<file path="config.mk">
export PLATFORM = sky130hd
export DESIGN_NAME = pipeline_ctrl
export DESIGN_NICKNAME = d
export VERILOG_FILES = /design/src/rtl/pipeline_ctrl.sv
export SDC_FILE = /design/constraint.sdc
export NUM_CORES = 1
export LEC_CHECK = 0
export ABC_AREA = 1
export ABC_CLOCK_PERIOD_IN_PS = 2150
export BUFFER_PORTS_ARGS = -buffer_cell sky130_fd_sc_hd__buf_2
export CORE_MARGIN = 2
export CORE_UTILIZATION = 30
export CTS_CLUSTER_DIAMETER = 30
export CTS_CLUSTER_SIZE = 25
export DETAILED_ROUTE_END_ITERATION = 8
export PLACE_DENSITY_LB_ADDON = 0.1
export SETUP_SLACK_MARGIN = 0.4
export SLEW_MARGIN = 40
export SYNTH_ARGS = -nofsm -noshare
export SYNTH_HDL_FRONTEND = slang
export SYNTH_SLANG_ARGS = --single-unit
</file>
<file path="constraint.sdc">
create_clock -name clk -period 2.15 [get_ports clk]
set_input_delay 0.3225 -clock clk [delete_from_list [all_inputs] [get_ports clk]]
set_output_delay 0.3225 -clock clk [all_outputs]
set_load 0.05 [all_outputs]
</file>
<file path="src/rtl/pipeline_ctrl.sv">
// Stall/flush controller for the 5-stage FFT-processor pipeline: load-use bubbles,
// branch flushes and multdiv waits. Define PIPELINE_CTRL_PERF_EN to add the stall_cnt counter.
module pipeline_ctrl #(
    parameter int MD_TIMEOUT = 64,
    parameter int CNT_WIDTH  = 7,
    parameter int PERF_WIDTH = 32
) (
    input  logic clk,
    input  logic clr_n,
    input  logic ld_use_hazard,
    input  logic br_taken,
    input  logic md_start,
    input  logic md_rdy,
    output logic pc_en,
    output logic fd_en,
    output logic fd_clr,
    output logic dx_en,
    output logic dx_clr,
    output logic xm_en,
    output logic xm_clr,
    output logic mw_en,
    output logic md_busy,
    output logic md_err
`ifdef PIPELINE_CTRL_PERF_EN
    ,output logic [PERF_WIDTH-1:0] stall_cnt
`endif
);

    typedef enum logic {
        RUN     = 1'b0,
        MD_WAIT = 1'b1
    } state_e;

    localparam logic [CNT_WIDTH-1:0] MD_LAST = CNT_WIDTH'(MD_TIMEOUT - 1);

    state_e               state_q, state_d;
    logic [CNT_WIDTH-1:0] cnt_q, cnt_d;
    logic                 md_err_q, md_err_d;
    logic                 md_expired;

    assign md_expired = (cnt_q == MD_LAST);

    // NOTE: every output and next-state signal gets a default first, so no path leaves one unassigned (no latches).
    always_comb begin
        pc_en    = 1'b1;
        fd_en    = 1'b1;
        fd_clr   = 1'b0;
        dx_en    = 1'b1;
        dx_clr   = 1'b0;
        xm_en    = 1'b1;
        xm_clr   = 1'b0;
        mw_en    = 1'b1;
        md_busy  = 1'b0;
        state_d  = state_q;
        cnt_d    = cnt_q;
        md_err_d = md_err_q;

        if (!clr_n) begin
            // Reset must freeze the pipeline immediately, not at the next edge.
            pc_en  = 1'b0;
            fd_en  = 1'b0;
            dx_en  = 1'b0;
            xm_en  = 1'b0;
            mw_en  = 1'b0;
            fd_clr = 1'b1;
            dx_clr = 1'b1;
            xm_clr = 1'b1;
        end else begin
            case (state_q)
                RUN: begin
                    if (br_taken) begin
                        fd_clr = 1'b1;
                        dx_clr = 1'b1;
                    end else if (ld_use_hazard) begin
                        pc_en  = 1'b0;
                        fd_en  = 1'b0;
                        dx_clr = 1'b1;
                    end
                    if (md_start) begin
                        state_d = MD_WAIT;
                        cnt_d   = '0;
                    end
                end
                MD_WAIT: begin
                    md_busy = 1'b1;
                    cnt_d   = cnt_q + 1'b1;
                    if (md_rdy || md_expired) begin
                        // A timeout still lets the garbage result advance so the pipeline never hangs.
                        state_d = RUN;
                        if (!md_rdy) begin
                            md_err_d = 1'b1;
                        end
                    end else begin
                        pc_en  = 1'b0;
                        fd_en  = 1'b0;
                        dx_en  = 1'b0;
                        xm_clr = 1'b1;
                    end
                end
                default: state_d = RUN;
            endcase
        end
    end

    // NOTE: sequential state uses non-blocking assignments so all registers update from pre-edge values.
    always_ff @(posedge clk or negedge clr_n) begin
        if (!clr_n) begin
            state_q  <= RUN;
            cnt_q    <= '0;
            md_err_q <= 1'b0;
        end else begin
            state_q  <= state_d;
            cnt_q    <= cnt_d;
            md_err_q <= md_err_d;
        end
    end

    assign md_err = md_err_q;

`ifdef PIPELINE_CTRL_PERF_EN
    logic [PERF_WIDTH-1:0] stall_cnt_q;

    // Saturating count of cycles with the PC held; reset is already excluded by the reset branch.
    always_ff @(posedge clk or negedge clr_n) begin
        if (!clr_n) begin
            stall_cnt_q <= '0;
        end else if (!pc_en && !(&stall_cnt_q)) begin
            stall_cnt_q <= stall_cnt_q + 1'b1;
        end
    end

    assign stall_cnt = stall_cnt_q;
`endif

endmodule

</file>
==> results of run 1 <==
[registers in the layout, indices dropped and copies added (netlist names)]
signal   cells
cnt_q        7
state_q      1
md_err       1
[area by class of cell]
type / instances / area share
flip-flops and latches: 9 / 0.299
well taps: 16 / 0.0266
multi-input cells: 50 / 0.369
clock buffers: 4 / 0.0349
repair buffers: 24 / 0.226
inverters: 9 / 0.0449
[cell usage in the layout (no fill, tap or decap), types with 3 or more instances in the layout]
| master | n |
|---|---|
| nand2_1 | 20 |
| buf_2 | 11 |
| dfrtp_1 | 9 |
| buf_4 | 9 |
| inv_1 | 8 |
| nor2_1 | 7 |
| nand3_1 | 4 |
| o21ai_0 | 3 |
| clkbuf_4 | 3 |
[power by group through the flow]
stage	logic, uW	clock network [uW]	registers (uW)
after floorplan	162	0	238
after global placement	199	0	245
after detailed placement	197	0	246
after CTS	267	134	246
after global routing	311	144	256
final	286	131	249
[worst reg2reg max path: stages (launching register included)]
cell	delay, ns
dfrtp_1	0.39
buf_4	0.12
buf_4	0.09
nand3_1	0.08
or2_0	0.24
o21ai_1	0.12
inv_1	0.05
[kinds of logic after synthesis]
group / share of synthesized area
flip-flops: 0.436
AND/OR/NAND/NOR: 0.329
adder cells (fa/ha/maj): 0.0242
buffers and inverters: 0.109
AO/OA/AOI/OAI: 0.102
[worst max-delay path by stage]
stage,slack (ns),end,cells past startpoint,from
final,0.36,pc_en,8,cnt_q[1]
after global routing,0.27,pc_en,8,cnt_q[0]
after CTS,0.36,fd_en,8,cnt_q[0]
after detailed placement,0.45,fd_en,8,cnt_q[0]
after global placement,0.48,fd_en,8,cnt_q[1]
after floorplan,0.26,pc_en,8,cnt_q[0]
[per-layer routing]
metal | global-route usage | vias up | routed length [microns]
met5 | 0 | - | 0
met4 | 0.0706 | 0 | 15
met3 | 0.0397 | 2 | 65
met2 | 0.217 | 11 | 578
met1 | 0.170 | 242 | 553
li1 | - | 272 | -
[what timing repair did]
action,in CTS,in global routing
setup endpoints to repair,4,4
hold endpoints to repair,1,0
pin swaps,4,3
hold buffers,1,0
resized for setup,10,1
buffers inserted,5,2
[stage by stage]
stage	utilization	setup WS (ns)	power (uW)	cells	hold WS (ns)
finish	0.483	0.365	666	112	0.0833
detailed placement	0.397	0.448	443	100	0.151
global route	0.483	0.269	710	112	0.0898
global placement	0.397	0.478	444	100	0.150
CTS	0.471	0.357	648	110	0.0860
floorplan	-	0.258	400	71	0.0269
==> results.md, run 1 <==
Clocking:
- CTS built an H-tree with a depth of 1.
- The number of buffers added by the clock tree synthesis step is 3.
- CTS saw 9 sinks.
- The clock edge transition at the registers on the reported setup and hold paths is around 0.060 ns.
- The root buffer cell chosen for the clock tree is clkbuf_4.
- The clock tree from TritonCTS is yes.
- The clock reaches the later pin of the worst-skew pair after roughly 0.26 ns.
- The number of buffers between clock root and the deepest sink is 2.

Setup path:
- The destination of the worst register-to-register timing path is cnt_q[3].
- The slowest cell on the critical path is dfrtp_1.
- For this run, the slowest stage of the critical path takes 0.39 ns.
- The nature of the critical path endpoint is a primary output.
- The type of origin of the critical path is a flip-flop.
- The number of cells on the worst reg-to-reg path is 6.
- Across all register-to-register paths, the minimum setup slack is ~0.96 ns.
- In this run the worst path has a maximum fanout of 3.
- The category of the most critical setup path is reg -> out.
- The gate family responsible for the most delay along the worst path is simple AND/OR/NAND/NOR gates.
- The number of buffers and inverters on the critical path is 1.
- At the worst endpoint, the arrival time is about 1.5 ns.
- The signal on the critical path passes through ha_4 -> nand2_4 -> nor2_4 -> nand2_2 -> nand3_2 -> nand2_4 -> nor2_4 -> buf_6.
- In this run the critical register-to-register path is launched from cnt_q[1].
- The critical path required time is 1.83 ns.

Synthesis:
- The post-synthesis average cell area is between 7 and 8 sq um.
- The combined area of all synthesized cells is 517 sq um.
- The commonest cells after synthesis are nand2_1 (21), dfrtp_1 (9), inv_1 (8), nor2_1 (8), nand3_1 (5).
- The post-synthesis net count is 78.
- The most used flip-flop cell after synthesis is dfrtp_1.
- Counting flops with an async set or reset pin after synthesis yields a share of 1.00.
- The most common cell in the synthesized netlist is nand2_1.
- Synthesis handed over a netlist of slightly above 70 instances.
- For this run, the number of Yosys warnings is 0.
- By area the synthesized netlist is led by dfrtp_1 (44%), nand2_1 (15%), inv_1 (5.8%), nor2_1 (5.8%), nand3_1 (4.8%).
- The top-area cell type share of the netlist area is 0.436.
- The number of enable-type register cells in the synthesized netlist is 0.
- Synthesis instantiated 18 different standard cells from the library.
- The register bit count reported by yosys is 9.
- The register area share after synthesis is 0.436.
- The leading area contributor after synthesis is dfrtp_1.

Pwr:
- The portion of total power attributed to sequential cells is 0.373.
- The combinational share of power is 0.429.
- For this design the static power due to leakage is about 0.00041 uW.
- The clock network fraction of design power is 0.197.
- Of the total power, the share spent switching nets is 0.400.
- The net switching component of the power is 266 uW.
- Across the VDD grid, the largest voltage drop is about 450 uV.
- The total internal power is about 400 uW.
- The power per standard cell area is 884 mW/mm^2.

STA:
- The transition time at the pin with the least slew margin is 0.250 ns.
- The period utilization is 0.830.
- The final number of max-transition violations is 0.
- The worst pin sits at a relative slew slack of 0.835.
- The setup skew after layout is 0.00314 ns.
- The routed design could run at a clock period as short as approximately 1.8 ns.
- The final count of negative-setup-slack endpoints is 0.
- The post-route setup TNS is 0 ns.
- The upper clock frequency limit is 560 MHz.
- Setup repair after global routing could not meet its margin everywhere.
- The final number of hold-violating endpoints is 0.

Placement:
- The global placer's final weighted congestion is 0.830.
- The wire-length estimate of the detail-placed layout is ~860 microns.
- In this run the cell area measured after placement is 619 sq um.
- The number of buffer cells added on primary ports is 15.

Cells and area:
- The sequential cells in the finished layout cover a total of around 230 sq um.
- The repair_antennas step left the layout with diodes totalling 0.
- The net count of the finished layout is about 100.
- The area growth from synthesis to final layout is 45.8%.
- The share of layout cells above drive strength 1 is 0.365.
- The area used by multi-input combinational logic is 278 sq um.
- The number of filler cells placed in the layout is roughly 160.
- The finished cells cover about 750 sq um.

Detailed routing:
- Detailed routing inserted a total of roughly 530 vias.
- The routed wirelength normalized by instance count is approximately 11 microns.
- The total wirelength of the detailed-routed design is 1210 microns.
- For this block, the initial DRC count from the detailed router was 7.
- The first TritonRoute pass finished after 4 iterations.
- The DRC violation count after routing is 0.
- Using the TritonRoute via totals, the vias-per-cell ratio works out to 4.71.
- The number of nets with antenna violations after routing is 0.

Global route:
- Global routing finished with a remaining overflow of 0.
- Entering global routing, the biggest net connects 14 pins.
- The number of antenna violations at the first check in global routing is 0.
- The first global-routing pass estimated between 1500 and 2000 microns of wire.
- The via count of the first global-routing pass is between 400 and 500.
- The total routing usage reported by global routing is 0.138.

Die:
- The die width is 45.5 microns.
- For this design the top-level I/O count stands at 16.
- The floorplan die height is about 46 microns.
- The core outline area is 0.00156 sq mm.
- The number of rows in the core area is 14.
- The floorplan step defined a die boundary enclosing just over 0.002 sq mm.
- The initial standard-cell utilization of the core is 0.331.

Min path:
- In this run the worst hold path is classified as in -> async.

Job:
- Across the run, the number of max-cap violations was 0.

Run status:
- The run finished with clean final reports.
Note: power is estimated with default switching activity, not from simulation.
==> run 2: changes to the inputs <==
--- a/config.mk
+++ b/config.mk
@@ -6,7 +6,7 @@
 export NUM_CORES = 1
 export LEC_CHECK = 0
 export ABC_AREA = 1
-export ABC_CLOCK_PERIOD_IN_PS = 2150
+export ABC_CLOCK_PERIOD_IN_PS = 1500
 export BUFFER_PORTS_ARGS = -buffer_cell sky130_fd_sc_hd__buf_2
 export CORE_MARGIN = 2
 export CORE_UTILIZATION = 30
==> constraint.sdc (replaced) <==
create_clock -name clk -period 1.5 [get_ports clk]
set_input_delay 0.225 -clock clk [delete_from_list [all_inputs] [get_ports clk]]
set_output_delay 0.225 -clock clk [all_outputs]
set_load 0.05 [all_outputs]
==> run 2 against run 1 <==
Against the previous run: critical endpoint is now fd_en; largest power group unchanged; clock-buffer cell count unchanged; design area increased by 25%; flip-flop and latch count unchanged; critical path depth unchanged; clock power increased by 53%; non-clock buffer count increased by 9; sequential power increased by 35%; critical path type unchanged; sequential share of layout area decreased by 5.8 points; the run now ends with setup timing left.
==> results.md, run 2 (synthesized netlist as in run 1, its figures left out) <==
Detailed routing:
- The number of nets with antenna violations after routing is 0.
- The routed wirelength normalized by instance count is approximately 14 microns.
- In the routed design, unresolved DRC markers number 0.
- Dividing the detail-routed via count by the number of cells gives 4.82.
- The total wirelength of the detailed-routed design is between 1500 and 2000 microns.
- The pre-antenna-repair detailed-routing pass consisted of 4 iterations.
- The via count of the routed design is between 500 and 600.
- The detailed router finished its first iteration with 17 violations.

Run status:
- The final reports fail on setup timing.
- The run finished, with violations left.

Setup path:
- The slack of the worst reg-to-reg path is ~0.060 ns.
- The type of origin of the critical path is a flip-flop.
- The category of the most critical setup path is reg -> out.
- The critical path required time is 1.27 ns.
- The peak fanout along the critical path is 3.
- The startpoint identified for the worst register-to-register timing path is cnt_q[1].
- The critical path starts at cnt_q[1].
- Measured in cells, the most critical reg-to-reg path has a length of 9.
- The destination of the worst register-to-register timing path is state_q.
- The critical path ends at fd_en.
- The worst setup path is captured at a primary output.
- STA puts the critical path data arrival time at approximately 1.5 ns.

Clocking:
- TritonCTS built the clock tree.
- The number of buffers between clock root and the deepest sink is 2.
- For the worst-skew pair, the clock arrives at the later sink with an insertion delay of 0.27 ns.
- The buffer cell driving the clock tree root is clkbuf_4.
- After clock tree synthesis, the clock-pin slew on the worst setup and hold paths is 0.07 ns.
- The number of buffers added by the clock tree synthesis step is 3.
- The clock sink total is 9.
- In this run the number of H-tree levels came out at 1.

STA:
- After layout, the worst setup slack is -0.263 ns.
- After routing, the total negative slack on setup checks comes to -0.931 ns.
- Static timing analysis puts the maximum clock frequency at between 500 and 600 MHz.
- The final number of hold-violating endpoints was 0.
- The transition time at the pin with the least slew margin is just under 0.4 ns.
- The final number of max-transition violations is 0.
- Headroom to the max-slew limit came out at 0.736.
- The final count of negative-setup-slack endpoints is 4.
- After layout, the minimum clock period comes to between 1.5 and 2 ns.
- In the finished design, the share of the clock period the worst path needs comes to 1.18.
- Setup repair after global routing could not meet its margin everywhere.
- The setup skew after layout is 0.00562 ns.

Die:
- The number of rows in the core area is 14.
- The top-level port count is 16.
- The initial standard-cell utilization of the core is 0.331.
- The die area is roughly 0.0021 sq mm.
- The floorplan die height is 45.5 microns.
- The total area inside the core boundary comes to between 0.0015 and 0.002 sq mm.
- The die width is about 46 microns.

Cells and area:
- The library cell used most frequently in the layout, excluding fill and tap cells, is nand2_1.
- For this run, the share of the core covered by cells in the final layout is 0.603.
- The share of layout cells above drive strength 1 is 0.562.
- The register with the most flip-flops in the layout has 7 of them.
- The number of inserted diodes is 0.
- The design area is 940 sq um.
- The number of filler cells placed in the layout is 131.
- Relative to the synthesized area, the layout overhead comes to 81.8%.
- The area used by multi-input combinational logic is around 340 sq um.
- The top cell types in the final layout, fill and taps aside, are nand2_1 (13), buf_4 (12), buf_6 (10).
- The net count of the finished layout is approximately 110.
- The largest register by flop count is cnt_q.
- The sequential cell area is 226 sq um.

Pwr:
- Of the total power, the share spent switching nets is 0.406.
- After layout, the design draws a total of between 1000 and 1500 uW.
- The combinational share of power is 0.504.
- VDD sags by at most slightly above 500 uV.
- For this design the static power due to leakage is 0.000465 uW.
- Summed over all nets, the switching power comes to between 400 and 500 uW.
- The total internal power is 642 uW.
- In this run the power density over the cells is roughly 1100 mW/mm^2.
- The share of total power dissipated in sequential elements is 0.311.
- Of the total power, the clock network draws 0.185.

Min path:
- The tightest min-delay check is of the in -> async type.

Placement:
- The area of placed instances is around 700 sq um.
- The global placer's final weighted congestion is around 0.78.
- Detailed placement finished with a half-perimeter wire length of 935 microns.
- The number of buffer cells added on primary ports is 15.

Global route:
- For this run the aggregate overflow at the end of global routing stands at 0.
- The pin count of the biggest net entering global routing is 9.
- The via count of the first global-routing pass came to slightly above 500.
- The first global-routing pass estimated 2330 microns of wire.
- The number of antenna violations at the first check in global routing came to 0.
- The total routing usage reported by global routing is 0.168.

Job:
- Max-cap violations in this run came to 0.
run 2: timing repair:
item | CTS | global route
buffers inserted | 4 | 4
endpoints found under the hold margin | 2 | 0
resized for setup | 31 | 17
pin swaps | 6 | 4
setup endpoints to repair | 11 | 17
hold buffers | 1 | 0
run 2: worst min path at each step:
| stage | depth (start not counted) | endpoint | slack, ns |
|---|---|---|---|
| final | 3 | cnt_q[2] | 0.11 |
| after global routing | 3 | cnt_q[2] | 0.12 |
| after CTS | 3 | cnt_q[2] | 0.12 |
| after detailed placement | 2 | state_q | 0.19 |
| after global placement | 2 | cnt_q[4] | 0.19 |
| after floorplan | 0 | cnt_q[0] | -0.07 |
run 2: routing by layer:
layer / GRT usage / wire length (microns) / up-vias / part of all wire
met4: 0.100 / 63 / 0 / 0.038
li1: - / - / 291 / -
met3: 0.0635 / 81 / 8 / 0.049
met5: 0 / 0 / - / 0
met1: 0.189 / 669 / 260 / 0.41
met2: 0.268 / 834 / 24 / 0.51
run 2: power by group through the flow:
| stage | Combinational [uW] | Sequential (uW) | Clock [uW] |
|---|---|---|---|
| after detailed placement | 386 | 339 | 0 |
| after global routing | 585 | 343 | 220 |
| after CTS | 473 | 336 | 201 |
| after global placement | 384 | 337 | 0 |
| after floorplan | 242 | 343 | 0 |
| final | 545 | 336 | 200 |
run 2: worst max-delay path: stages (launching register included):
cell	delay (ns)
dfrtp_1	0.37
ha_2	0.19
nand2_2	0.07
nor2_4	0.11
nand2_2	0.09
nand3_4	0.09
nand2_8	0.07
nor2_4	0.10
buf_6	0.17
run 2: metrics by stage:
| stage | hold slack (ns) | worst slack (ns) | cells |
|---|---|---|---|
| CTS | 0.120 | -0.216 | 117 |
| global route | 0.123 | -0.329 | 121 |
| finish | 0.111 | -0.263 | 121 |
| detailed placement | 0.192 | -0.0423 | 108 |
| floorplan | -0.0706 | -0.280 | 71 |
| global placement | 0.191 | -0.0211 | 108 |
run 2: layout make-up:
cell class	instances	area share
Multi-Input combinational cell	50	0.358
Timing Repair Buffer	33	0.304
Sequential cell	9	0.241
Inverter	9	0.0479
Clock buffer	4	0.0280
Tap cell	16	0.0213
==> run 3: changes to the inputs <==
--- a/config.mk
+++ b/config.mk
@@ -6,15 +6,13 @@
 export NUM_CORES = 1
 export LEC_CHECK = 0
 export ABC_AREA = 1
-export ABC_CLOCK_PERIOD_IN_PS = 1500
+export ABC_CLOCK_PERIOD_IN_PS = 1600
 export BUFFER_PORTS_ARGS = -buffer_cell sky130_fd_sc_hd__buf_2
 export CORE_MARGIN = 2
 export CORE_UTILIZATION = 30
 export CTS_CLUSTER_DIAMETER = 30
-export CTS_CLUSTER_SIZE = 25
 export DETAILED_ROUTE_END_ITERATION = 8
 export PLACE_DENSITY_LB_ADDON = 0.1
-export SETUP_SLACK_MARGIN = 0.4
 export SLEW_MARGIN = 40
 export SYNTH_ARGS = -nofsm -noshare
 export SYNTH_HDL_FRONTEND = slang
==> constraint.sdc (replaced) <==
create_clock -name clk -period 1.6 [get_ports clk]
set_input_delay 0.24 -clock clk [delete_from_list [all_inputs] [get_ports clk]]
set_output_delay 0.24 -clock clk [all_outputs]
set_load 0.05 [all_outputs]
==> run 3 against run 2 <==
Against the previous run: the run still ends with setup timing left; combinational power down 38%; utilization fell by 13 points; first-iteration DRC count is 82% lower; flip-flop and latch count unchanged; register-to-register slack improved by 0.14 ns; via count fell by 13%; hold slack worse by 0.058 ns; wire length shrank 27%; cell count fell by 7.4%; worst setup slack better by 0.14 ns; largest cell class unchanged; largest power group unchanged.
==> results.md, run 3 (synthesized netlist as in run 1, its figures left out) <==
Run status:
- The run finished, with violations left.
- The checks that failed: setup timing.

Pwr:
- Of the total power, registers draw 0.385.
- The analysis attributes to net switching a power of about 330 uW.
- The fraction of power spent switching nets is 0.391.
- The total internal power is between 500 and 600 uW.
- For this design the ratio of total power to cell area is 1130 mW/mm^2.
- The share of total power dissipated in combinational logic is 0.409.
- IR analysis of the VDD net gives a maximum drop of roughly 460 uV.
- The clock network fraction of design power is 0.206.
- The cell leakage power is about 0.00040 uW.

Detailed routing:
- The detailed route wirelength on metal2 is around 550 microns.
- In this run the top signal layer used is met3.
- In this run the remaining antenna-violating nets after routing total 0.
- Across all layers, the routed design uses 506 vias.
- The initial DRC count is 3.
- The pre-antenna-repair detailed-routing pass consisted of 4 iterations.
- The routed wirelength normalized by instance count is between 10 and 15 microns.
- The routed design has 1200 microns of wire.
- The mean number of vias per cell is roughly 4.5.
- After detailed routing, the number of remaining DRC violations is 0.
- For this block, wires on met1 add up to between 500 and 600 microns.
- The routed design uses ~70 microns of met3 wire.

Setup path:
- The nature of the critical path endpoint is a primary output.
- The type of origin of the critical path is a flip-flop.
- Of all nets on the critical path, the largest fanout is 3.
- Walking the worst path, the cells encountered are ha_2 -> nand2_2 -> nor2_4 -> nand2_2 -> nand3_2 -> nand2_4 -> nor2_4 -> buf_6.
- Among all stages on the critical path, the largest delay is contributed by dfrtp_1.
- The largest single stage delay on the critical path is between 0.3 and 0.4 ns.
- The critical path required time is around 1.4 ns.
- The category of the most critical setup path is reg -> out.
- STA puts the critical path data arrival time at between 1 and 1.5 ns.

Die:
- The die is about 46 microns wide.
- After floorplanning, the core was sized to cover about 0.0016 sq mm.
- During I/O placement, the number of pins put on the boundary was 16.
- The die area is about 0.0021 sq mm.
- The initial standard-cell utilization of the core is 0.331.
- The number of rows in the core area is 14.
- The floorplan step set the die height to between 40 and 50 microns.

STA:
- Measured against its own limit, the worst slew margin works out to 0.834.
- The upper clock frequency limit is 579 MHz.
- Setup repair after global routing could not meet its margin everywhere.
- For the final database, setup skew stands at around 0.0033 ns.
- The final number of hold-violating endpoints is 0.
- At the pin with the least slew margin, the transition time is about 0.25 ns.
- The period utilization is 1.08.
- The routed design could run at a clock period as short as 1.73 ns.
- In the post-route analysis, the smallest setup slack over all paths is -0.126 ns.
- Setup violations remaining at the end of the flow were counted as 4.
- The minimum hold slack is between 0.05 and 0.06 ns.
- The final number of max-transition violations is 0.

Cells and area:
- Once layout is done, the placed cells without fillers occupy 736 sq um.
- Once layout is complete, the utilization of the core stands at 0.472.
- The multi-input combinational cells in the finished layout cover a total of 263 sq um.
- The register with the most flip-flops in the layout has 7 of them.
- The sequential cell area is around 230 sq um.
- The number of antenna diodes in the final layout is 0.
- The area growth from synthesis to final layout is 42.4%.
- Leaving out fill and tap cells, the most frequent cell in the layout is nand2_1.
- The share of layout cells above drive strength 1 is 0.365.
- Fill cells in the final layout number approximately 160.
- In the layout the commonest cells are nand2_1 (20), buf_2 (12), dfrtp_1 (9).
- The post-route non-filler standard cell count is between 100 and 150.
- The net count of the finished layout is 104.
- The largest register by flop count is cnt_q.

Clocking:
- The clock tree from TritonCTS is yes.
- The number of buffers between clock root and the deepest sink is 2.
- The clock reaches the later pin of the worst-skew pair after ~0.26 ns.
- The buffer cell driving the clock tree root is clkbuf_4.
- The number of H-tree branching levels is 1.
- The clock edge transition at the registers on the reported setup and hold paths is 0.06 ns.
- Clock tree synthesis found a total of 9 sinks.
- The number of buffers added by the clock tree synthesis step is 3.

Global route:
- The number of antenna violations at the first check in global routing was 0.
- The total overflow left after global routing is 0.
- The first-pass GRT wire length is between 1500 and 2000 microns.
- Across every metal layer, demand over resource in global routing totals 0.136.
- The via count of the first global-routing pass came to approximately 440.
- Entering global routing, the biggest net connects 10 pins.

Job:
- Max-cap violations in this run came to 0.

Placement:
- The count of buffers added on input and output ports is 15.
- Once placement finished, the instance area stood at roughly 630 sq um.
- After legalization and detailed placement, the total HPWL measured ~860 microns.
- Routability-driven placement finished with a final weighted congestion of between 0.7 and 0.8.
- The post-placement cell count is roughly 100.
- The worst setup slack after placement is ~0.033 ns.

Min path:
- The kind of path behind the tightest hold check is in -> async.
-- run 3: path summary, 6_finish.rpt --
| check | start | to | slack (ns) | cells past startpoint |
|---|---|---|---|---|
| setup / recovery | cnt_q[0] | pc_en | -0.13 | 8 |
| hold / removal | clr_n | cnt_q[2] | 0.05 | 2 |
| setup reg to reg | cnt_q[0] | cnt_q[6] | 0.20 | 8 |
| hold reg to reg | md_err | md_err | 0.47 | 1 |
| max in group asynchronous | clr_n | state_q | 1.05 | 2 |
| min in group clk | md_rdy | state_q | 0.27 | 4 |
-- run 3: layout make-up --
class,instances,area share
multi-input combinational,50,0.357
sequential,9,0.306
timing repair buffer,24,0.228
inverter,9,0.0459
clock buffer,4,0.0357
tap,16,0.0272
-- run 3: repair_timing --
action                     4_1_cts  5_1_grt
pin swaps                        4        3
gates resized for setup          6        2
setup buffers                    4        1
hold buffers                     1        0
cloned                           0        0
hold endpoints to repair         1        0
setup endpoints to repair        4        4
-- run 3: through the flow --
stage | power [uW] | TNS (ns)
final | 832 | -0.380
after global routing | 900 | -0.704
after CTS | 835 | -0.478
after detailed placement | 614 | 0
after global placement | 615 | 0
after floorplan | 538 | -0.218
-- run 3: critical path: cells and delay by family, from the launching register on --
kind | cells | cell delay, ns
adders and majority gates | 1 | 0.19
buffers and inverters | 1 | 0.17
DFF | 1 | 0.36
and+or+nand+nor | 6 | 0.51
-- run 3: layer usage --
layer	track usage	vias up
li1	-	272
met1	0.164	219
met2	0.208	15
met3	0.0754	0
met4	0.0353	0
met5	0	-
-- run 3: power by group through the flow --
stage                     Sequential, uW  Clock (uW)  Combinational (uW)
final                                320         172                 340
after global routing                 328         194                 378
after CTS                            319         180                 336
after detailed placement             326           0                 288
after global placement               326           0                 289
after floorplan                      319           0                 218
